**src/rtl/conv_mac_unit.sv**
```systemverilog
// 3x3 convolution MAC stage: aligns taps to the 1-cycle feature memory, accumulates
// nine pixel*coef products, then shifts/saturates into one output pixel per 12-cycle window.
module conv_mac_unit #(
  parameter int DATA_W = 8,
  parameter int COEF_W = 8,
  parameter int ACC_W  = 20,
  parameter int SHIFT  = 4,
  parameter int OUT_W  = 8
) (
  input  logic                     clk,
  input  logic                     rst,
  input  logic [1:0]               counter0,
  input  logic [1:0]               counter1,
  input  logic [DATA_W-1:0]        mem_rdata,
  input  logic                     w_we,
  input  logic [3:0]               w_idx,
  input  logic signed [COEF_W-1:0] w_data,
  output logic [OUT_W-1:0]         wr_data,
  output logic                     wr_en,
  output logic                     sat,
  output logic [15:0]              win_cnt
);
  localparam int PROD_W = DATA_W + COEF_W + 1;

  logic [3:0]               c1x, c0x, cyc_idx;
  logic signed [COEF_W-1:0] coef [9];
  logic [3:0]               tap_d;
  logic                     tap_vld;
  logic signed [ACC_W-1:0]  acc, acc_sh, prod;
  logic signed [PROD_W-1:0] prod_raw;
  logic [OUT_W-1:0]         res;
  logic                     res_sat;

  assign c1x     = {2'b00, counter1};
  assign c0x     = {2'b00, counter0};
  assign cyc_idx = (c1x << 1) + c1x + c0x;

  // Pixels are unsigned; a zero MSB keeps them positive in the signed product.
  assign prod_raw = PROD_W'($signed({1'b0, mem_rdata})) * PROD_W'(coef[tap_d]);
  assign prod     = {{(ACC_W-PROD_W){prod_raw[PROD_W-1]}}, prod_raw};
  assign acc_sh   = acc >>> SHIFT;

  always_comb begin
    res     = acc_sh[OUT_W-1:0];
    res_sat = 1'b0;
    if (acc_sh[ACC_W-1]) begin
      res     = '0;
      res_sat = 1'b1;
    end else if (|acc_sh[ACC_W-2:OUT_W]) begin
      res     = '1;
      res_sat = 1'b1;
    end
  end

  always_ff @(posedge clk) begin
    if (rst) begin
      for (int i = 0; i < 9; i++) coef[i] <= '0;
      tap_d   <= '0;
      tap_vld <= 1'b0;
      acc     <= '0;
      wr_data <= '0;
      wr_en   <= 1'b0;
      sat     <= 1'b0;
      win_cnt <= '0;
    end else begin
      if (w_we && w_idx <= 4'd8) coef[w_idx] <= w_data;

      // Read data for address ck arrives during c(k+1); tap_d tracks which tap it is.
      if (cyc_idx <= 4'd8) begin
        tap_d   <= cyc_idx;
        tap_vld <= 1'b1;
      end else begin
        tap_vld <= 1'b0;
      end

      // Tap 0 overwrites, so each window starts clean without an explicit clear.
      if (tap_vld) acc <= (tap_d == 4'd0) ? prod : acc + prod;

      wr_en <= 1'b0;
      sat   <= 1'b0;
      if (cyc_idx == 4'd10) begin
        wr_data <= res;
        sat     <= res_sat;
        wr_en   <= 1'b1;
        win_cnt <= win_cnt + 16'd1;
      end
    end
  end
endmodule

```
**config.mk**
```make
export PLATFORM = sky130hd
export DESIGN_NAME = conv_mac_unit
export DESIGN_NICKNAME = d
export VERILOG_FILES = /design/src/rtl/conv_mac_unit.sv
export SDC_FILE = /design/constraint.sdc
export NUM_CORES = 1
export LEC_CHECK = 0
export CORE_MARGIN = 10
export CORE_UTILIZATION = 36
export DETAILED_ROUTE_END_ITERATION = 7
export GPL_TIMING_DRIVEN = 0
export HOLD_SLACK_MARGIN = 0.05
export PLACE_DENSITY = 0.52
export SETUP_SLACK_MARGIN = 0.1
export SYNTH_ARGS = -nofsm -noshare
export SYNTH_HDL_FRONTEND = slang
export SYNTH_SLANG_ARGS = --single-unit
```
**constraint.sdc**
```tcl
create_clock -name clk -period 13.85 [get_ports clk]
set_input_delay 2.77 -clock clk [delete_from_list [all_inputs] [get_ports clk]]
set_output_delay 2.77 -clock clk [all_outputs]
set_load 0.02 [all_outputs]
```
==> results of run 1 <==
layer usage:
metal | global-route usage | share of wire
met1 | 0.169 | 0.45
met2 | 0.237 | 0.51
met3 | 0.0223 | 0.022
met4 | 0.0363 | 0.0097
met5 | 0 | 0
cells in the final DEF (no fill, tap or decap), drive strengths merged, types with 4 or more instances in the layout:
cell / instances
a31oi: 4
nand2: 64
nor3: 18
xnor2: 22
and2: 119
nand4: 6
nand3: 8
nand2b: 8
a211oi: 8
o21ai: 23
nor2b: 8
clkinv: 8
mux4: 38
xor2: 17
clkbuf: 43
inv: 76
or3: 5
a311oi: 13
conb: 56
dfxtp: 55
a21oi: 39
edfxtp: 128
ha: 68
buf: 6
nor2: 85
fa: 40
o211ai: 4
a21o: 14
clkdlybuf4s50: 51
or2: 12
final timing paths:
kind	start	cells past startpoint	slack, ns	end
setup / recovery	mem_rdata[0]	24	4.49	acc[19]$_SDFFE_PP0P_
hold / removal	wr_data[3]$_SDFFE_PP0P_	2	0.49	wr_data[3]$_SDFFE_PP0P_
hold reg to reg	wr_data[3]$_SDFFE_PP0P_	2	0.49	wr_data[3]$_SDFFE_PP0P_
setup reg to reg	flop	29	4.96	acc[19]$_SDFFE_PP0P_
registers in the layout (all words and copies together), names as in the netlist, named ones only:
name,count
tap_vld,1
win_cnt,16
tap_d,4
sat,1
wr_en,1
wr_data,8
coef,128
acc,20
cell families (layout without fill, tap and decap cells):
family                   Yosys count  count (layout)  share of synthesized area
AO/OA/AOI/OAI                    123             123                     0.0756
adder cells (fa/ha/maj)          108             108                      0.152
other                              1              56                   0.000345
AND/OR/NAND/NOR                  347             347                      0.166
XOR/XNOR                          39              39                     0.0315
flip-flops                       183             183                      0.455
multiplexers                      43              43                     0.0836
buffers and inverters            103             186                     0.0361
through the flow:
stage,area [um^2],hold WS [ns],util,worst slack [ns]
floorplan,11100,0.467,-,5.34
global placement,12100,0.479,0.406,4.04
detailed placement,12100,0.474,0.406,4.02
CTS,12700,0.494,0.428,4.45
global route,12700,0.517,0.428,4.07
finish,12700,0.490,0.428,4.49
final cells by class:
class                   count  area [um^2]  share of cell area
plain buffers              32          125             0.00983
clock buffers              17          425              0.0334
clock inverters            15          231              0.0182
inverters                  71          267              0.0209
multi-input cells         716         5730               0.450
flip-flops and latches    183         4940               0.389
well taps                 390          488              0.0384
repair buffers             51          510              0.0401
critical path: cells and delay by family:
family	cells	cell delay, ns
adders and majority gates	6	2.81
and+or+nand+nor	4	0.88
AOI/OAI and AO/OA	7	1.26
muxes	1	0.27
buffers and inverters	5	0.91
xor gates and xnor gates	1	0.81
==> results by group, run 1 <==
Die
  – Die Wd: 194 um
  – Core area: 0.0297 mm^2
  – Initial Utilization: 0.365
  – Cell Rows: 63
  – Die ar.: 0.0375 mm^2
  – Die H: 194 um
  – Top-Level Pins: 53

Finish
  – Fill cells: around 2800
  – Final Net Count: approximately 1200
  – Share of layout cells above drive strength 1: 0.0903
  – Antenna Cells: 0
  – Non-Filler Instances: 1475
  – Area Overhead vs Synth: 17.1%

Hold path
  – Worst Hold Class: flop to flop

Timing
  – Setup_tns: 0 ns
  – Period minus WS final: 9.36 ns
  – Tcrit/Tclk final: 0.676
  – Clock Skews: 0.0155 ns
  – Max-slew violations: 0
  – Worst-margin pin slew: roughly 1.1 ns
  – Max Fclk: 107 MHz
  – Fin. Hold Viols: 0
  – RSZ-0062 raised after global routing: no
  – Final setup viols: 0
  – Relative slew slack: 0.262

Critical path
  – Startpoint Class: input pin
  – Max stage delay cell, worst path: xnor2_1
  – Max FO, Critical Path: 11
  – Critical path data arrival time: 9.72 ns
  – Crit-path cells: clkdlybuf4s50_1 > or2_2 > fa_1 > fa_1 > inv_1 > fa_1 > inv_1 > fa_1 > inv_1 > ha_1 > o21ai_1 > o211ai_1 > nand4_1 > a31oi_1 > xnor2_1 > ha_1 > clkbuf_1 > a21o_1 > a211oi_1 > nand2_1 > o21ai_1 > or2b_1 > mux2_2 > a41oi_2
  – Req. time, crit path: approximately 14 ns
  – CP Class: input pin to flop
  – Crit end category: flop
  – CP max stage delay: around 0.81 ns
  – Most frequent CP cell: fa_1

Logic synthesis
  – Largest area contributor in the netlist: edfxtp_1
  – Synth Cell Area: 0.0109 mm^2
  – Unique masters post-synth: about 60
  – Synth top area cells: edfxtp_1 35%, dfxtp_1 10%, mux4_2 7.9%, ha_1 7.8%, fa_1 7.4%
  – Commonest cells post-synth: 128 x edfxtp_1, 118 x and2_1, 85 x nor2_1
  – Post-synthesis async set-or-reset flop share: 0
  – Post-synthesis sequential area ratio: 0.455
  – Synth top area share: 0.354
  – Mapped Cells: 947
  – Synthesized area per cell: 11.5 um^2
  – EDFF count, synth: 128
  – Most frequent cell after synthesis: edfxtp_1
  – Primary FF master, synth: edfxtp_1
  – Post-synthesis register bit count: 183
  – YS warnings: 0

Drt
  – Antenna-violating nets left: 0
  – WL final: 24.8 mm
  – # DRC: 0
  – Via count of the routed design: 7184
  – Drt pass-1 iters: 5
  – WL/cell: 16.8 um
  – Number of DRC markers in iteration 0: 371
  – Mean number of vias per cell: approximately 4.9

Clock tree
  – Post-CTS setup buffers: 0
  – Hold Buf Count CTS: 0
  – Clock Tree Buf Depth: 2
  – CTS Buf Count: 17
  – Root Buffer: clkbuf_16
  – Clk slew on worst S/H paths: 0.08 ns
  – Clock Latency Late Sink: 0.44 ns
  – H-tree lvl count: 4
  – Post-CTS sizing: 0
  – TritonCTS clock tree: done
  – Sink Count: around 180

Global route
  – Initial antenna violation count: 0
  – Vias in the first global route: 7401
  – Global-route wire length before repair: 40.7 mm
  – Total grt overflow: 0
  – Total global-route track usage: 0.136
  – Pin count of the biggest net entering global routing: 21

Place
  – RD Place Congestion: 0.836
  – Number of cells after detailed placement: ~1400
  – Detail Placement HPWL: 18.4 mm
  – I/O Buffers: roughly 50

Run
  – Max cap viols: 0

Run status
  – Status: completed
Power of run 1 is left out: the tool's default activity adds up to more than one toggle a clock period on the data nets, which glitch-free logic cannot reach.
==> run 2: changes to the inputs <==
Clock period 13.85 ns to 9.7 ns, I/O delays scaled along.
==> results of run 2 <==
Same layout as run 1 (identical final DEF). Status: completed.
Main changes from that run: setup slack after placement 4.02 ns -> 0.696 ns; setup slack after layout 4.49 ns -> 0.812 ns; register-to-register setup slack 4.96 ns -> 0.81 ns
Power of run 2 is left out for the same reason.
==> run 3: changes to the inputs <==
Settings changed: CTS_CLUSTER_DIAMETER set to 100, SLEW_MARGIN set to 20.
==> results by group, run 3 (synthesized netlist as in run 1, its figures left out) <==
Run status
  – Status: completed

Drt
  – # DRC: 0
  – WL/cell: 16.8 um
  – WL final: 24.8 mm
  – Drt pass-1 iters: 5
  – Number of DRC markers in iteration 0: 287
  – Via count of the routed design: 7179
  – Antenna-violating nets left: 0
  – Mean number of vias per cell: 4.87

Finish
  – Commonest non-fill, non-tap cell in the layout: edfxtp_1
  – Antenna Cells: 0
  – Share of layout cells above drive strength 1: 0.0912
  – Max FFs per register: ~130
  – Fill cells: 2805
  – Final Net Count: 1207
  – Commonest cells after routing, fill and taps aside: 128 x edfxtp_1, 118 x and2_1, 85 x nor2_1
  – Area Overhead vs Synth: 16.4%
  – Largest reg by FF count: coef
  – Biggest regs: coef (128), acc (20), win_cnt (16)

Place
  – RD Place Congestion: 0.836
  – Detail Placement HPWL: between 15 and 20 mm
  – I/O Buffers: slightly above 50

Critical path
  – Max stage delay cell, worst path: xnor2_1
  – CP max stage delay: 0.79 ns
  – Critical path data arrival time: 9.23 ns
  – CP Class: flop to flop
  – Crit end category: flop
  – Req. time, crit path: 10.05 ns
  – Max FO, Critical Path: 11
  – Most frequent CP cell: fa_1
  – Startpoint Class: flop

Die
  – Core area: 0.0297 mm^2
  – Initial Utilization: 0.365
  – Die ar.: around 0.038 mm^2
  – Die H: between 150 and 200 um
  – Top-Level Pins: 53
  – Cell Rows: 63
  – Die Wd: 194 um

Timing
  – Relative slew slack: 0.333
  – Clock Skews: 0.0162 ns
  – Setup_tns: 0 ns
  – RSZ-0062 raised after global routing: no
  – Fin. Hold Viols: 0
  – Max-slew violations: 0
  – Final setup viols: 0
  – Tcrit/Tclk final: 0.915
  – Max Fclk: 113 MHz
  – Period minus WS final: 8.87 ns
  – Worst-margin pin slew: roughly 1 ns

Global route
  – Total grt overflow: 0
  – Pin count of the biggest net entering global routing: 20
  – Initial antenna violation count: 0
  – Total global-route track usage: 0.135
  – Global-route wire length before repair: 40.7 mm
  – Vias in the first global route: 7515

Run
  – Max cap viols: 0

Clock tree
  – Post-CTS setup buffers: 0
  – Sink Count: 183
  – Hold Buf Count CTS: 0
  – Root Buffer: clkbuf_16
  – H-tree lvl count: 4
  – Clk slew on worst S/H paths: around 0.080 ns
  – Post-CTS sizing: 0
  – Clock Tree Buf Depth: 2
  – Clock Latency Late Sink: 0.44 ns
  – CTS Buf Count: 17
  – TritonCTS clock tree: done

Hold path
  – Worst Hold Class: flop to flop
-- run 3: cell count changes in the layout (fill, tap and decap cells not counted), sizes merged --
cell | previous run | this run
bufinv | 2 | 0
clkinv | 8 | 6
clkinvlp | 0 | 2
inv | 76 | 78
-- run 3: metal layers --
metal,share of wire,wire [um],vias up,GRT usage
met3,0.023,560,17,0.0226
met2,0.52,12800,84,0.236
met1,0.45,11200,3538,0.167
met5,0,0,-,0
li1,-,-,3540,-
met4,0.011,277,0,0.0389
-- run 3: final timing paths --
check                               start                 endpoint  slack, ns  cells past startpoint
hold reg to reg   wr_data[1]$_SDFFE_PP0P_  wr_data[1]$_SDFFE_PP0P_       0.49                      2
hold / removal    wr_data[1]$_SDFFE_PP0P_  wr_data[1]$_SDFFE_PP0P_       0.49                      2
setup / recovery                     flop     acc[19]$_SDFFE_PP0P_       0.83                     29
setup reg to reg                     flop     acc[19]$_SDFFE_PP0P_       0.83                     29
-- run 3: cell type report --
cell class              count  area, um^2  share of cell area
plain buffers              32         125             0.00990
clock buffers              17         425              0.0336
clock inverters            15         149              0.0118
inverters                  71         267              0.0211
multi-input cells         716        5740               0.454
flip-flops and latches    183        4940               0.391
well taps                 390         488              0.0386
repair buffers             51         510              0.0404
-- run 3: through the flow --
step / std cells / util / instance area [um^2] / worst slack (ns) / hold slack, ns
5_1_grt: 1475 / 0.425 / 12600 / 0.181 / 0.518
3_3_place_gp: 1443 / 0.406 / 12100 / 0.720 / 0.479
6_report: 1475 / 0.425 / 12600 / 0.825 / 0.495
2_1_floorplan: 1002 / - / 11100 / 1.89 / 0.467
4_1_cts: 1475 / 0.425 / 12600 / 0.673 / 0.501
3_5_place_dp: 1443 / 0.406 / 12100 / 0.668 / 0.482
-- run 3: critical path, delay by kind of cell, from the launching register on --
family	cells	cell delay, ns
adder cells (fa/ha/maj)	6	2.85
AO/OA/AOI/OAI	8	1.74
buffers and inverters	6	1.30
multiplexers	3	1.12
XOR/XNOR	1	0.79
AND/OR/NAND/NOR	5	0.69
flip-flops	1	0.30
Power of run 3 is left out for the same reason.
